**src/rtl/reg_wb_queue.sv**
```systemverilog
// Writeback queue feeding the register-file write port, with a bypass lookup for ID.
// Optional macro WBQ_COALESCE_EN: a push to an address already queued overwrites the youngest copy.
module reg_wb_queue #(
  parameter int DWIDTH = 32,
  parameter int AWIDTH = 5,
  parameter int DEPTH  = 4
) (
  input  logic                       r_clk,
  input  logic                       r_rst,
  input  logic                       wb_valid,
  output logic                       wb_ready,
  input  logic [AWIDTH-1:0]          wb_addr,
  input  logic [DWIDTH-1:0]          wb_data,
  input  logic                       rf_hold,
  output logic                       r_wr_en,
  output logic [AWIDTH-1:0]          r_addr_in,
  output logic [DWIDTH-1:0]          r_data_in,
  input  logic [AWIDTH-1:0]          lk_addr,
  output logic                       lk_hit,
  output logic [DWIDTH-1:0]          lk_data,
  output logic                       q_empty,
  output logic [$clog2(DEPTH):0]     q_count
);
  localparam int PW = $clog2(DEPTH);
  localparam int CW = PW + 1;

  logic [DEPTH-1:0][AWIDTH-1:0] addr_q;
  logic [DEPTH-1:0][DWIDTH-1:0] data_q;
  logic [PW-1:0]                wr_ptr_q, wr_ptr_d, rd_ptr_q, rd_ptr_d;
  logic [CW-1:0]                cnt_q, cnt_d;

  logic              full, push, push_nz, pop, append;
  logic              lk_match;
  logic [DWIDTH-1:0] lk_val;
  logic              co_hit;

  assign q_empty  = (cnt_q == '0);
  assign full     = (cnt_q == CW'(DEPTH));
  assign q_count  = cnt_q;
  assign wb_ready = !full;
  assign push     = wb_valid && wb_ready;
  assign push_nz  = push && (wb_addr != '0);
  assign pop      = !q_empty && !rf_hold;
  assign append   = push_nz && !co_hit;

  // Head is driven straight from storage so it is stable for the register file's negedge sample.
  assign r_wr_en   = pop;
  assign r_addr_in = q_empty ? '0 : addr_q[rd_ptr_q];
  assign r_data_in = q_empty ? '0 : data_q[rd_ptr_q];

  // Walk oldest to youngest; the last match wins, giving the youngest copy.
  always_comb begin
    logic [PW-1:0] idx;
    lk_match = 1'b0;
    lk_val   = '0;
    for (int i = 0; i < DEPTH; i++) begin
      idx = rd_ptr_q + PW'(i);
      if (CW'(i) < cnt_q && addr_q[idx] == lk_addr) begin
        lk_match = 1'b1;
        lk_val   = data_q[idx];
      end
    end
  end

  assign lk_hit  = lk_match && (lk_addr != '0);
  assign lk_data = lk_hit ? lk_val : '0;

`ifdef WBQ_COALESCE_EN
  logic [PW-1:0] co_idx;
  // A head being popped this cycle is already committed to the write port, so skip it.
  always_comb begin
    logic [PW-1:0] idx;
    co_hit = 1'b0;
    co_idx = '0;
    for (int i = 0; i < DEPTH; i++) begin
      idx = rd_ptr_q + PW'(i);
      if (CW'(i) < cnt_q && !(pop && i == 0) && addr_q[idx] == wb_addr && push_nz) begin
        co_hit = 1'b1;
        co_idx = idx;
      end
    end
  end
`else
  assign co_hit = 1'b0;
`endif

  always_comb begin
    wr_ptr_d = wr_ptr_q;
    rd_ptr_d = rd_ptr_q;
    cnt_d    = cnt_q;
    if (append) wr_ptr_d = wr_ptr_q + 1'b1;
    if (pop)    rd_ptr_d = rd_ptr_q + 1'b1;
    if (append && !pop)      cnt_d = cnt_q + 1'b1;
    else if (!append && pop) cnt_d = cnt_q - 1'b1;
  end

  always_ff @(posedge r_clk or negedge r_rst) begin
    if (!r_rst) begin
      addr_q   <= '0;
      data_q   <= '0;
      wr_ptr_q <= '0;
      rd_ptr_q <= '0;
      cnt_q    <= '0;
    end else begin
      wr_ptr_q <= wr_ptr_d;
      rd_ptr_q <= rd_ptr_d;
      cnt_q    <= cnt_d;
      if (append) begin
        addr_q[wr_ptr_q] <= wb_addr;
        data_q[wr_ptr_q] <= wb_data;
      end
`ifdef WBQ_COALESCE_EN
      else if (co_hit) begin
        data_q[co_idx] <= wb_data;
      end
`endif
    end
  end
endmodule

```
**config.mk**
```make
export PLATFORM = sky130hd
export DESIGN_NAME = reg_wb_queue
export DESIGN_NICKNAME = d
export VERILOG_FILES = /design/src/rtl/reg_wb_queue.sv
export SDC_FILE = /design/constraint.sdc
export NUM_CORES = 1
export LEC_CHECK = 0
export BUFFER_PORTS_ARGS = -buffer_cell sky130_fd_sc_hd__buf_2
export CORE_UTILIZATION = 55
export DETAILED_ROUTE_END_ITERATION = 10
export GPL_TIMING_DRIVEN = 0
export PLACE_DENSITY_LB_ADDON = 0.12
export SLEW_MARGIN = 10
export SYNTH_ARGS = -nofsm -noshare
export SYNTH_HDL_FRONTEND = slang
export SYNTH_SLANG_ARGS = --single-unit
```
**constraint.sdc**
```tcl
create_clock -name r_clk -period 3.6 [get_ports r_clk]
set_input_delay 0.54 -clock r_clk [delete_from_list [all_inputs] [get_ports r_clk]]
set_output_delay 0.54 -clock r_clk [all_outputs]
set_load 0.01 [all_outputs]
```
==> impl_summary.txt <==
----------------------------------------------------
[Outcome]
  Result of the run ... finished, violations left
  Violated checks ... negative setup slack

[Clock network]
  CTS H-tree lvls ... 4
  Clock tree from TritonCTS ... built
  Clock tree buffer depth ... 2
  Clock insertion delay at the later pin of the skew report ... 440 ps
  Clock Tree Root ... sky130_fd_sc_hd__clkbuf_16
  Total clock sinks ... 155
  Post-CTS clock slew at the launch and capture registers of the worst setup and hold paths ... 70 ps
  Number of clock buffers inserted by TritonCTS ... 17

[Synth]
  Fraction of synthesized cell area taken by the top area cell type ... 35.5%
  Number of nets in the synthesized netlist ... 1163
  Most area-hungry cell type in the Yosys netlist ... sky130_fd_sc_hd__dfrtp_1
  Number of warnings printed during yosys synthesis ... 0
  Number of cells produced by synthesis ... 1108
  Syn Std Cell Area ... 10900 um2
  Mean instance size in the synthesized netlist ... 9.86 um2
  Top area cells in the synthesized netlist ... sky130_fd_sc_hd__dfrtp_1 (35%), sky130_fd_sc_hd__mux2_2 (22%), sky130_fd_sc_hd__mux2i_1 (5.7%)
  Flop and latch count out of synthesis ... 155
  Part of the Yosys area used for sequential elements ... 35.5%
  Number of distinct library cells after synthesis ... 38

[Route]
  Via count normalized by instance count ... 6.38
  Via count ... 9903
  Final ANT Viol Nets ... 0
  Total wire length ... 34300 um
  Number of optimization iterations in the first detailed-route pass ... 5
  DRC violation count after routing ... 0
  Detailed router's first-iteration violation count ... 857
  Average wire per standard cell ... 22.1 um

[GRT]
  Antenna violations before repair ... 0
  Tot GR Track Use ... 34.1%
  Grt ovf ... 0
  Vias in the first global route ... 9538
  Global-route wire length before repair ... 52900 um
  Maximum number of pins on one net before global-route repair ... 82

[Power]
  Worst vdd rail ir drop ... 0.000566 V
  Sequential share of power ... 23.5%
  Comb power frac ... 63.7%
  Proportion of total power due to net switching ... 44.9%
  Cell internal power dissipation ... 8080 uW
  LEAKAGE ... 0.00565 uW
  Total power divided by cell area ... 1090 nW/um2
  Switching power summed over all nets ... 6600 uW
  Clock Power Share ... 12.8%

[Timing]
  Final number of max-transition violations ... 0
  Fmax ... 255 MHz
  Slew at the pin closest to its max-slew limit ... 867 ps
  Final critical path time including I/O delays and setup ... 3920 ps
  Final-layout worst hold slack ... 55.3 ps
  Unrepaired setup endpoints after global routing ... yes
  Worst max-slew margin expressed relative to the limit ... 42.2%
  Total negative setup slack ... -7730 ps
  Final setup skew ... 8.08 ps
  Final Setup Violations ... 33
  Hold Fails Final Rpt ... 0
  Period utilisation layout ... 109%
  Setup slack after layout ... -324 ps

[Floorplan]
  Die W ... 143 um
  Floorplan Core Area ... 19500 um2
  Die area ... 20400 um2
  Row count ... 51
  Starting density of the core ... 56.2%
  Vertical die dimension ... 143 um
  Top-Level Pins ... 122

[Place]
  Final Wtd Congestion ... 0.894
  Half-perimeter wire length after detailed placement ... 22800 um
  Number of cells in the design after placement ... 1490
  Area post-placement ... 11900 um2
  Buffers on Ports ... 116

[Worst setup path]
  Worst endpoint required time ... 3060 ps
  Type of origin of the critical path ... flop
  Sort of element at the end of the critical path ... output port
  Crit path kind ... reg -> out
  Arrival time reported for the critical path endpoint ... 3380 ps
  Critical path peak fanout ... 7

[Run]
  Number of maximum-capacitance violations ... 0

[Final layout]
  Design area ... 13500 um2
  Nets ... 1330
  Fraction of final layout cells with drive strength greater than 1 ... 41.1%
  Number of diodes ... 0
  Final cell count without fillers ... 1553
  Layout-stage area growth over the synthesis result ... 23.2%
  Leading cell type in the layout, fill and taps excluded ... sky130_fd_sc_hd__mux2_2
  Utilization after layout ... 69.2%
  Most frequent cells in the layout ... sky130_fd_sc_hd__mux2_2 (212), sky130_fd_sc_hd__dfrtp_1 (155), sky130_fd_sc_hd__buf_2 (123), sky130_fd_sc_hd__nand2_1 (101), sky130_fd_sc_hd__o21ai_0 (90)

[Min path]
  HP Class ... in -> async

----------------------------------------------------
synth_stat cells:
cell type,instances
sky130_fd_sc_hd__a21o_1,1
sky130_fd_sc_hd__a21oi_1,62
sky130_fd_sc_hd__a2bb2o_1,1
sky130_fd_sc_hd__a311oi_1,2
sky130_fd_sc_hd__a311oi_2,1
sky130_fd_sc_hd__a31oi_1,29
sky130_fd_sc_hd__and2_1,2
sky130_fd_sc_hd__buf_1,11
sky130_fd_sc_hd__buf_12,1
sky130_fd_sc_hd__buf_2,18
sky130_fd_sc_hd__buf_4,3
sky130_fd_sc_hd__buf_6,3
sky130_fd_sc_hd__buf_8,1
sky130_fd_sc_hd__clkbuf_1,69
sky130_fd_sc_hd__dfrtp_1,155
sky130_fd_sc_hd__ha_1,9
sky130_fd_sc_hd__inv_1,6
sky130_fd_sc_hd__mux2_2,212
sky130_fd_sc_hd__mux2i_1,62
sky130_fd_sc_hd__mux4_1,1
sky130_fd_sc_hd__mux4_2,25
sky130_fd_sc_hd__nand2_1,103
sky130_fd_sc_hd__nand3_1,32
sky130_fd_sc_hd__nand4_1,2
sky130_fd_sc_hd__nor2_1,74
sky130_fd_sc_hd__nor2_2,1
sky130_fd_sc_hd__nor2b_1,6
sky130_fd_sc_hd__nor3_1,2
sky130_fd_sc_hd__nor4_2,1
sky130_fd_sc_hd__nor4_4,1
sky130_fd_sc_hd__o21ai_0,92
sky130_fd_sc_hd__o21ba_2,1
sky130_fd_sc_hd__o311ai_1,29
sky130_fd_sc_hd__o31ai_1,2
sky130_fd_sc_hd__or2_4,1
sky130_fd_sc_hd__or3_1,61
sky130_fd_sc_hd__xnor2_1,14
sky130_fd_sc_hd__xor2_1,12
repair_timing:
item / CTS / global route
buffers inserted: 20 / 10
pin swaps: 22 / 31
endpoints found under the setup margin: 65 / 36
hold buffers: 0 / 0
gates cloned: 2 / 2
resized for setup: 101 / 93
cell type report:
class	count	area [um2]
Multi-Input combinational cell	841	6930
Inverter	6	22.5
Buffer	105	754
Fill cell	1508	6000
Clock buffer	19	443
Sequential cell	155	3880
Tap cell	265	332
Clock inverter	13	154
Timing Repair Buffer	149	950
worst max-delay path, cell delays in order, from the launching register on:
cell and delay (ps):
sky130_fd_sc_hd__dfrtp_1 340, sky130_fd_sc_hd__buf_6 130, sky130_fd_sc_hd__buf_12 130, sky130_fd_sc_hd__buf_12 130, sky130_fd_sc_hd__mux4_2 530, sky130_fd_sc_hd__xnor2_1 190, sky130_fd_sc_hd__nand4_1 170, sky130_fd_sc_hd__or2_4 330
sky130_fd_sc_hd__buf_6 150, sky130_fd_sc_hd__or3_4 350, sky130_fd_sc_hd__a311oi_2 300, sky130_fd_sc_hd__buf_2 190
state kept, by name, summed over array words and instances, names as in the netlist:
register / flops
data_q: 128
addr_q: 20
q_count: 3
rd_ptr_q: 2
wr_ptr_q: 2
per-layer routing:
layer	global-route usage [%]	part of all wire, %
met1	45.1	42
met2	54.7	47
met3	6.20	7.2
met4	14.9	3.7
met5	0	0
kinds of logic after synthesis:
kind of cell	after synthesis	synth area share [%]
mux	300	32.9
fa+ha+maj	9	1.03
buf+inv	112	4.61
flops	155	35.5
compound gates	220	11.7
xor+xnor	26	2.08
simple gates	286	12.1
path summary, 6_finish.rpt:
path	start	end	slack, ps	cells after the start
max reg2reg	q_count[0]	data_q[126]	500	8
min in group r_clk	wb_data[2]	data_q[98]	370	2
min reg2reg	data_q[24]	data_q[24]	530	1
min	r_rst	data_q[35]	60	1
max in group asynchronous	r_rst	data_q[55]	2730	2
max	rd_ptr_q[0]	lk_data[30]	-320	11
power groups by stage:
stage / combinational, uW / sequential (uW) / clock [uW]
after global routing: 10100 / 3560 / 1960
after detailed placement: 8200 / 3420 / 0
after floorplan: 6100 / 3160 / 0
after global placement: 8080 / 3370 / 0
final: 9350 / 3450 / 1870
after CTS: 8830 / 3410 / 1880
metrics by stage:
stage | setup slack (ps) | total power, uW
global route | -433 | 15600
finish | -324 | 14700
global placement | -747 | 11500
detailed placement | -720 | 11600
CTS | -317 | 14100
floorplan | 471 | 9260
Power figures use the tool's default switching activity.
